`config.mk`:
```
export PLATFORM = sky130hd
export DESIGN_NAME = polirv_mem_arbiter
export DESIGN_NICKNAME = d
export VERILOG_FILES = /design/src/rtl/polirv_pkg.sv /design/src/rtl/polirv_wait_timer.sv /design/src/rtl/polirv_mem_arbiter.sv
export SDC_FILE = /design/constraint.sdc
export NUM_CORES = 1
export LEC_CHECK = 0
export ABC_AREA = 1
export BUFFER_PORTS_ARGS = -buffer_cell sky130_fd_sc_hd__buf_2
export CORE_ASPECT_RATIO = 0.8
export CORE_MARGIN = 4
export CORE_UTILIZATION = 46
export DETAILED_ROUTE_END_ITERATION = 10
export GPL_ROUTABILITY_DRIVEN = 0
export PLACE_DENSITY = 0.79
export RECOVER_POWER = 50
export SLEW_MARGIN = 20
export SYNTH_ARGS = -nofsm -noshare
export SYNTH_HDL_FRONTEND = slang
export SYNTH_SLANG_ARGS = --single-unit
export TNS_END_PERCENT = 50
```
`constraint.sdc`:
```
create_clock -name clk -period 3.5 [get_ports clk]
set_input_delay 0.525 -clock clk [delete_from_list [all_inputs] [get_ports clk]]
set_output_delay 0.525 -clock clk [all_outputs]
set_load 0.01 [all_outputs]
```
`src/rtl/polirv_pkg.sv`:
```
// Shared types and constants for the polirv unified-memory arbiter.
package polirv_pkg;

    typedef enum logic [1:0] {
        IDLE   = 2'd0,
        ACCESS = 2'd1,
        RESP   = 2'd2
    } state_e;

    typedef enum logic {
        GNT_I = 1'b0,
        GNT_D = 1'b1
    } gnt_e;

    localparam int DW_OFFSET_BITS = 3;
    localparam int HALF_SEL_BIT   = 2;

    function automatic logic [31:0] half_sel(input logic [63:0] dw, input logic hi);
        return hi ? dw[63:32] : dw[31:0];
    endfunction

endpackage

```
`src/rtl/polirv_wait_timer.sv`:
```
// Wait-state counter for one memory access; saturates at MAX_WAIT and flags it.
module polirv_wait_timer
    import polirv_pkg::*;
#(
    parameter int MAX_WAIT = 15
) (
    input  logic clk,
    input  logic rst,
    input  logic clear,
    input  logic en,
    output logic expired
);

    localparam int CNT_W = $clog2(MAX_WAIT + 1);

    logic [CNT_W-1:0] cnt_q, cnt_d;

    assign expired = (cnt_q == CNT_W'(MAX_WAIT));

    always_comb begin
        cnt_d = cnt_q;
        if (clear) begin
            cnt_d = '0;
        end else if (en && !expired) begin
            cnt_d = cnt_q + CNT_W'(1);
        end
    end

    always_ff @(posedge clk) begin
        if (rst) begin
            cnt_q <= '0;
        end else begin
            cnt_q <= cnt_d;
        end
    end

endmodule

```
`src/rtl/polirv_mem_arbiter.sv`:
```
// Arbitrates fetch and data ports onto one 64-bit single-port memory with
// alternating priority, a wait-state timeout and registered handshake outputs.
module polirv_mem_arbiter
    import polirv_pkg::*;
#(
    parameter int ADDR_BITS = 9,
    parameter int MAX_WAIT  = 15
) (
    input  logic                            clk,
    input  logic                            rst,
    input  logic                            i_req,
    input  logic [ADDR_BITS-1:0]            i_addr,
    output logic [31:0]                     i_rdata,
    output logic                            i_ack,
    input  logic                            d_req,
    input  logic                            d_we,
    input  logic [ADDR_BITS-1:0]            d_addr,
    input  logic [63:0]                     d_wdata,
    output logic [63:0]                     d_rdata,
    output logic                            d_ack,
    output logic                            m_req,
    output logic                            m_we,
    output logic [ADDR_BITS-DW_OFFSET_BITS-1:0] m_addr,
    output logic [63:0]                     m_wdata,
    input  logic [63:0]                     m_rdata,
    input  logic                            m_ready,
    output logic                            err,
    output logic                            busy
);

    localparam int DW_BITS = ADDR_BITS - DW_OFFSET_BITS;

    state_e             state_q, state_d;
    gnt_e               gnt_q, gnt_d, last_q, last_d;
    logic [DW_BITS-1:0] dw_q, dw_d;
    logic               half_q, half_d;
    logic               we_q, we_d;
    logic [63:0]        wdata_q, wdata_d;
    logic [31:0]        i_rdata_q, i_rdata_d;
    logic [63:0]        d_rdata_q, d_rdata_d;
    logic               i_ack_q, i_ack_d, d_ack_q, d_ack_d;
    logic               m_req_q, m_req_d, m_we_q, m_we_d;
    logic               err_q, err_d, busy_q, busy_d;
    logic               fail, pick_d, tmr_clear, tmr_en, tmr_expired;
    logic               unused_addr_bits;

    assign unused_addr_bits = ^i_addr[HALF_SEL_BIT-1:0];

    polirv_wait_timer #(.MAX_WAIT(MAX_WAIT)) u_wait_timer (
        .clk     (clk),
        .rst     (rst),
        .clear   (tmr_clear),
        .en      (tmr_en),
        .expired (tmr_expired)
    );

    always_comb begin
        state_d   = state_q;
        gnt_d     = gnt_q;
        last_d    = last_q;
        dw_d      = dw_q;
        half_d    = half_q;
        we_d      = we_q;
        wdata_d   = wdata_q;
        i_rdata_d = i_rdata_q;
        d_rdata_d = d_rdata_q;
        fail      = 1'b0;
        tmr_clear = 1'b0;
        tmr_en    = 1'b0;
        // D wins when alone, or when contested and I was served last.
        pick_d    = d_req && (!i_req || last_q == GNT_I);

        case (state_q)
            IDLE: begin
                if (i_req || d_req) begin
                    gnt_d     = pick_d ? GNT_D : GNT_I;
                    last_d    = pick_d ? GNT_D : GNT_I;
                    tmr_clear = 1'b1;
                    state_d   = ACCESS;
                    if (pick_d) begin
                        dw_d    = d_addr[ADDR_BITS-1:DW_OFFSET_BITS];
                        half_d  = d_addr[HALF_SEL_BIT];
                        we_d    = d_we;
                        wdata_d = d_wdata;
                        if (|d_addr[DW_OFFSET_BITS-1:0]) begin
                            state_d = RESP;
                            fail    = 1'b1;
                        end
                    end else begin
                        dw_d   = i_addr[ADDR_BITS-1:DW_OFFSET_BITS];
                        half_d = i_addr[HALF_SEL_BIT];
                        we_d   = 1'b0;
                    end
                end
            end
            ACCESS: begin
                if (m_ready) begin
                    state_d = RESP;
                    if (gnt_q == GNT_I) begin
                        i_rdata_d = half_sel(m_rdata, half_q);
                    end else if (!we_q) begin
                        d_rdata_d = m_rdata;
                    end
                end else if (tmr_expired) begin
                    state_d = RESP;
                    fail    = 1'b1;
                end else begin
                    tmr_en = 1'b1;
                end
            end
            RESP:    state_d = IDLE;
            default: state_d = IDLE;
        endcase

        // Handshake outputs are decoded from the next state so they leave flops.
        m_req_d = (state_d == ACCESS);
        m_we_d  = (state_d == ACCESS) && (gnt_d == GNT_D) && we_d;
        i_ack_d = (state_d == RESP) && (gnt_d == GNT_I);
        d_ack_d = (state_d == RESP) && (gnt_d == GNT_D);
        err_d   = (state_d == RESP) && fail;
        busy_d  = (state_d != IDLE);
    end

    always_ff @(posedge clk) begin
        if (rst) begin
            state_q   <= IDLE;
            gnt_q     <= GNT_I;
            last_q    <= GNT_I;
            dw_q      <= '0;
            half_q    <= 1'b0;
            we_q      <= 1'b0;
            wdata_q   <= '0;
            i_rdata_q <= '0;
            d_rdata_q <= '0;
            i_ack_q   <= 1'b0;
            d_ack_q   <= 1'b0;
            m_req_q   <= 1'b0;
            m_we_q    <= 1'b0;
            err_q     <= 1'b0;
            busy_q    <= 1'b0;
        end else begin
            state_q   <= state_d;
            gnt_q     <= gnt_d;
            last_q    <= last_d;
            dw_q      <= dw_d;
            half_q    <= half_d;
            we_q      <= we_d;
            wdata_q   <= wdata_d;
            i_rdata_q <= i_rdata_d;
            d_rdata_q <= d_rdata_d;
            i_ack_q   <= i_ack_d;
            d_ack_q   <= d_ack_d;
            m_req_q   <= m_req_d;
            m_we_q    <= m_we_d;
            err_q     <= err_d;
            busy_q    <= busy_d;
        end
    end

    assign i_rdata = i_rdata_q;
    assign d_rdata = d_rdata_q;
    assign i_ack   = i_ack_q;
    assign d_ack   = d_ack_q;
    assign m_req   = m_req_q;
    assign m_we    = m_we_q;
    assign m_addr  = dw_q;
    assign m_wdata = wdata_q;
    assign err     = err_q;
    assign busy    = busy_q;

endmodule

```
Word-level counts from Yosys, hierarchy flattened --
Cells that the tools add are included.
Operators by class: mux-type cells 26, equality and inequality tests 4, reduce and logical (&&, ||, !) cells 19, bitwise logic cells 4, add/subtract/negate cells 1
Operator list (count):
- $mux W32 | 1
- $mux W1 | 17
- $mux W2 | 5
- $logic_and A1 B1 Y1 | 7
- $mux W6 | 1
- $reduce_and A3 Y1 | 2
- $add A4 B1 Y4 const B | 1
- $eq A2 B1 Y1 const B | 2
- $eq A4 B4 Y1 const B | 1
- $not A1 Y1 | 4
- $pmux W2 S2 | 1
- $reduce_and A4 Y1 | 1
- $reduce_or A3 Y1 | 1
- $eq A2 B2 Y1 const B | 1
- $logic_not A1 Y1 | 2
- $logic_not A2 Y1 | 1
- $logic_or A1 B1 Y1 | 2
- $pmux W1 S2 | 1
- $reduce_and A2 Y1 | 1
- $reduce_bool A2 Y1 | 1
- $reduce_or A2 Y1 | 1
Storage, ports and cells: register bits after elaboration 182, bits of input ports 152, logic and storage cells 70

Depth between registers and ports, before layout --
depth in word-level cells 9, gate-level depth with buffers 8

Modules after synthesis --
Synthesis repeated with hierarchy kept, for this count alone.
Second synthesis, totals: cells, all modules 1040, area, all modules 7225.7 µm²
Modules (own cells, without submodules):
- polirv_mem_arbiter | cells each 1011, instances 1, area an instance 7025.5 µm², sequential area each 3563.4 µm²
- polirv_wait_timer | cells each 29, instances 1, area an instance 200.2 µm², sequential area each 80.1 µm²

Worst setup path after synthesis --
OpenSTA, ideal clock, no wires.
path type input to register, from input port i_req, to register wdata_q[23] (netlist: m_wdata[23]), path slack 2.137 ns, required time 3.384 ns, setup time 0.116 ns, data arrival time 1.247 ns, stages 8, buffers on the path 2, cell sequence nand2_1 -> nand2_2 -> nor2_4 -> inv_2 -> buf_6 -> buf_6 -> nor2_1 -> nor2_1
On the way: word-level cells in the longest chain between the ends 4, elaborated cells on any way between the ends 5, classes of those cells reduce/logical: 5
RTL lines:
- start: declaration | line polirv_mem_arbiter.sv:11 | input logic i_req,
- $logic_not A1 Y1 | line polirv_mem_arbiter.sv:71 | pick_d = d_req && (!i_req || last_q == GNT_I);
- $logic_or A1 B1 Y1 | line polirv_mem_arbiter.sv:71
- $logic_and A1 B1 Y1 | line polirv_mem_arbiter.sv:71
- $reduce_and A3 Y1 (no line) (*)
- end signal: assignment | line polirv_mem_arbiter.sv:148 | wdata_q <= wdata_d;
- end: declaration | line polirv_mem_arbiter.sv:38 | logic [63:0] wdata_q, wdata_d;
Mark *: on every way between the ends. The rest lies on a longest branch, timed or not. A chain may end at the register's enable or synchronous reset.

==> flow_metrics.env <==
export IMPL_status="completed"
export IMPL_postLayoutCellArea_mm2=0.00899
export IMPL_crit_type="input pin to flop"
export IMPL_netlist_area_mm2=0.00705
export IMPL_start_util_pct=47.0
export IMPL_htreeDepth=4
export IMPL_grt_pass1_wl_mm=34.0
export IMPL_wl_per_cell_um=15.2
export IMPL_multi_input_area_mm2=0.00281
export IMPL_ff_latch_area_mm2=0.00364
export IMPL_max_stage_delay_ns=1.17
export IMPL_cts_resized=0
export IMPL_ys_ff_latch=182
export IMPL_drv_slew=0
export IMPL_rsz0062_at_grt="false"
export IMPL_nets=1371
export IMPL_coreArea_mm2=0.0150
export IMPL_drc=0
export IMPL_fin_crit_sh_pct=70.3
export IMPL_cp_start_kind="input pin"
export IMPL_antenna_cells=0
export IMPL_grt_max_degree=88
export IMPL_die_w_um=146
export IMPL_root_buffer="clkbuf_16"
export IMPL_hold_slack_ns=0.323
export IMPL_drt_pass1_iterations=5
export IMPL_routed_wl_mm=21.6
export IMPL_overflow=0
export IMPL_yosysWarnings=0
export IMPL_relSlewSlack_pct=4.26
export IMPL_syn_to_final_growth_pct=27.6
export IMPL_drive_gt1_share_pct=16.7
export IMPL_antenna_found_initial=0
export IMPL_p_leak_nw=4.09
export IMPL_cts_sinks=182
export IMPL_clk_latency_ns=0.42
export IMPL_cts_setup_buffers=0
export IMPL_cts_buffer_depth=2
export IMPL_die_h_um=119
export IMPL_dp_hpwl_mm=15.0
export IMPL_pin_count=324
export IMPL_hp_class="input pin to flop"
export IMPL_portBuffers=321
export IMPL_grt_pass1_vias=6660
export IMPL_cts_buffers=17
export IMPL_clock_skew_final_ns=0.0113
export IMPL_drt_iter0_drc=424
export IMPL_rows=40
export IMPL_die_area_mm2=0.0174
export IMPL_cp_end_kind="flop"
export IMPL_critPathArrivalTime_ns=2.82
export IMPL_synthCells=935
export IMPL_syn_nets=1088
export IMPL_hold_viol_final=0
export IMPL_ir_drop_mv=0.321
export IMPL_avgSynthCellArea_um2=7.54
export IMPL_critPathSlowestCell="clkbuf_2"
export IMPL_max_freq_ghz=0.406
export IMPL_via_per_inst=5.01
export IMPL_setup_violations=0
export IMPL_crit_required_ns=3.85
export IMPL_p_per_area_mw_per_mm2=572
export IMPL_crit_path_cell_trace="buf_2 -> inv_4 -> clkbuf_2 -> o21ai_0 -> nor2_1"
export IMPL_cp_max_fo=87
export IMPL_tns_ns=0
export IMPL_tightest_slew_ns=1.44
export IMPL_placed_cell_area_mm2=0.00858
export IMPL_drtAntennaViolNets=0
export IMPL_vias=7121
export IMPL_grtUsageTotal_pct=23.9
export IMPL_nFillCells=1464
export IMPL_cts_hold_buffers=0
export IMPL_final_min_clock_period_ns=2.46
export IMPL_synth_cell_types=24
export IMPL_maxCapViolations=0
export IMPL_cts_tree="built"
export IMPL_cts_clk_slew_worst_paths_ns=0.07
export IMPL_yosysSeqAreaShare_pct=51.7
==> path summary, 6_finish.rpt <==
kind / start / endpoint / slack [ns] / cells after the start
worst min register to register: last_q$_SDFFE_PP0P_ / last_q$_SDFFE_PP0P_ / 0.46 / 2
worst min-delay path: d_wdata[34] / m_wdata[34]$_SDFFE_PP0P_ / 0.32 / 3
worst max-delay path: rst / m_wdata[58]$_SDFFE_PP0P_ / 1.04 / 5
worst max register to register: state_q[0]$_SDFF_PP0_ / d_rdata[30]$_SDFFE_PP0P_ / 1.20 / 6
==> worst max-delay path, delay by kind of cell <==
family	cells	cell delay, ns
buffers and inverters	3	1.80
AO/OA/AOI/OAI	1	0.29
AND/OR/NAND/NOR	1	0.15
==> synth_stat cells <==
| cell | instances | share of area, % |
|---|---|---|
| o21ai_0 | 173 | 12 |
| buf_8 | 5 | 1.1 |
| nand4_1 | 2 | 0.18 |
| ha_1 | 1 | 0.18 |
| nor2_1 | 274 | 15 |
| nor2_2 | 2 | 0.18 |
| xor2_1 | 1 | 0.12 |
| nand2_1 | 65 | 3.5 |
| nor3_1 | 64 | 4.5 |
| nor2_4 | 3 | 0.48 |
| inv_1 | 50 | 2.7 |
| buf_2 | 31 | 2.2 |
| buf_4 | 1 | 0.11 |
| nand2_4 | 1 | 0.16 |
| buf_1 | 1 | 0.053 |
| clkbuf_1 | 20 | 1.1 |
| nor2_8 | 1 | 0.28 |
| nand3_1 | 4 | 0.28 |
| buf_6 | 7 | 1.1 |
| inv_2 | 5 | 0.27 |
| a21oi_1 | 4 | 0.28 |
| nand2_2 | 3 | 0.27 |
| dfxtp_1 | 182 | 52 |
| o21ai_1 | 35 | 2.5 |
==> sequential cells by signal (all words and copies together), names as in the netlist, 2 cells and up <==
signal / count
d_rdata: 64
i_rdata: 32
m_addr: 6
m_wdata: 64
state_q: 2
u_wait_timer.cnt_q: 4
==> stage by stage <==
step | std cells | total power [mW] | worst slack [ns] | utilization (%)
final | 1420 | 5.14 | 1.04 | 59.9
after floorplan | 935 | 2.80 | 2.14 | -
after detailed placement | 1388 | 3.11 | 1.18 | 57.1
after CTS | 1420 | 5.20 | 1.27 | 61.4
after global routing | 1420 | 5.37 | 0.781 | 59.9
after global placement | 1388 | 3.10 | 1.22 | 57.1
==> report_power, final <==
part	internal [mW]	switching, mW	leakage, nW
clock	1.28	0.826	0.311
combinational	0.235	0.479	2.30
sequential	2.22	0.0938	1.49
total	3.74	1.40	4.09
==> cells in the final DEF, fill, tap and decap left out, types with 2 or more instances in the layout <==
master	n
a21oi_1	4
buf_2	149
buf_4	7
bufinv_16	5
clkbuf_1	174
clkbuf_16	17
clkinvlp_4	2
dfxtp_1	181
inv_1	49
inv_2	5
inv_6	4
nand2_1	64
nand2_2	4
nand3_1	4
nand4_1	2
nor2_1	274
nor2_2	2
nor2_4	3
nor3_1	64
o21ai_0	173
o21ai_1	35
==> per-layer routing <==
layer	share of wire, %	wire length [um]	up-vias	global-route usage, %
met4	1.7	363	0	7.34
met2	47	10200	258	39.2
met5	0	0	-	0
met1	44	9430	3258	30.5
met3	7.4	1590	25	6.78
li1	-	-	3580	-
==> cell families after synthesis <==
| family | after synthesis | share of synthesized area, % |
|---|---|---|
| fa+ha+maj | 1 | 0.177 |
| simple gates | 419 | 24.4 |
| compound gates | 212 | 15.1 |
| flops | 182 | 51.7 |
| xor+xnor | 1 | 0.124 |
| buf+inv | 120 | 8.54 |
==> area by class of cell <==
cell class              count  share of cell area (%)
flip-flops and latches    182                    40.5
multi-input cells         633                    31.2
repair buffers            329                    16.1
clock buffers              19                    4.81
well taps                 189                    2.63
clock inverters            13                    2.41
inverters                  55                    2.32
Note: power is estimated with default switching activity, not from simulation.
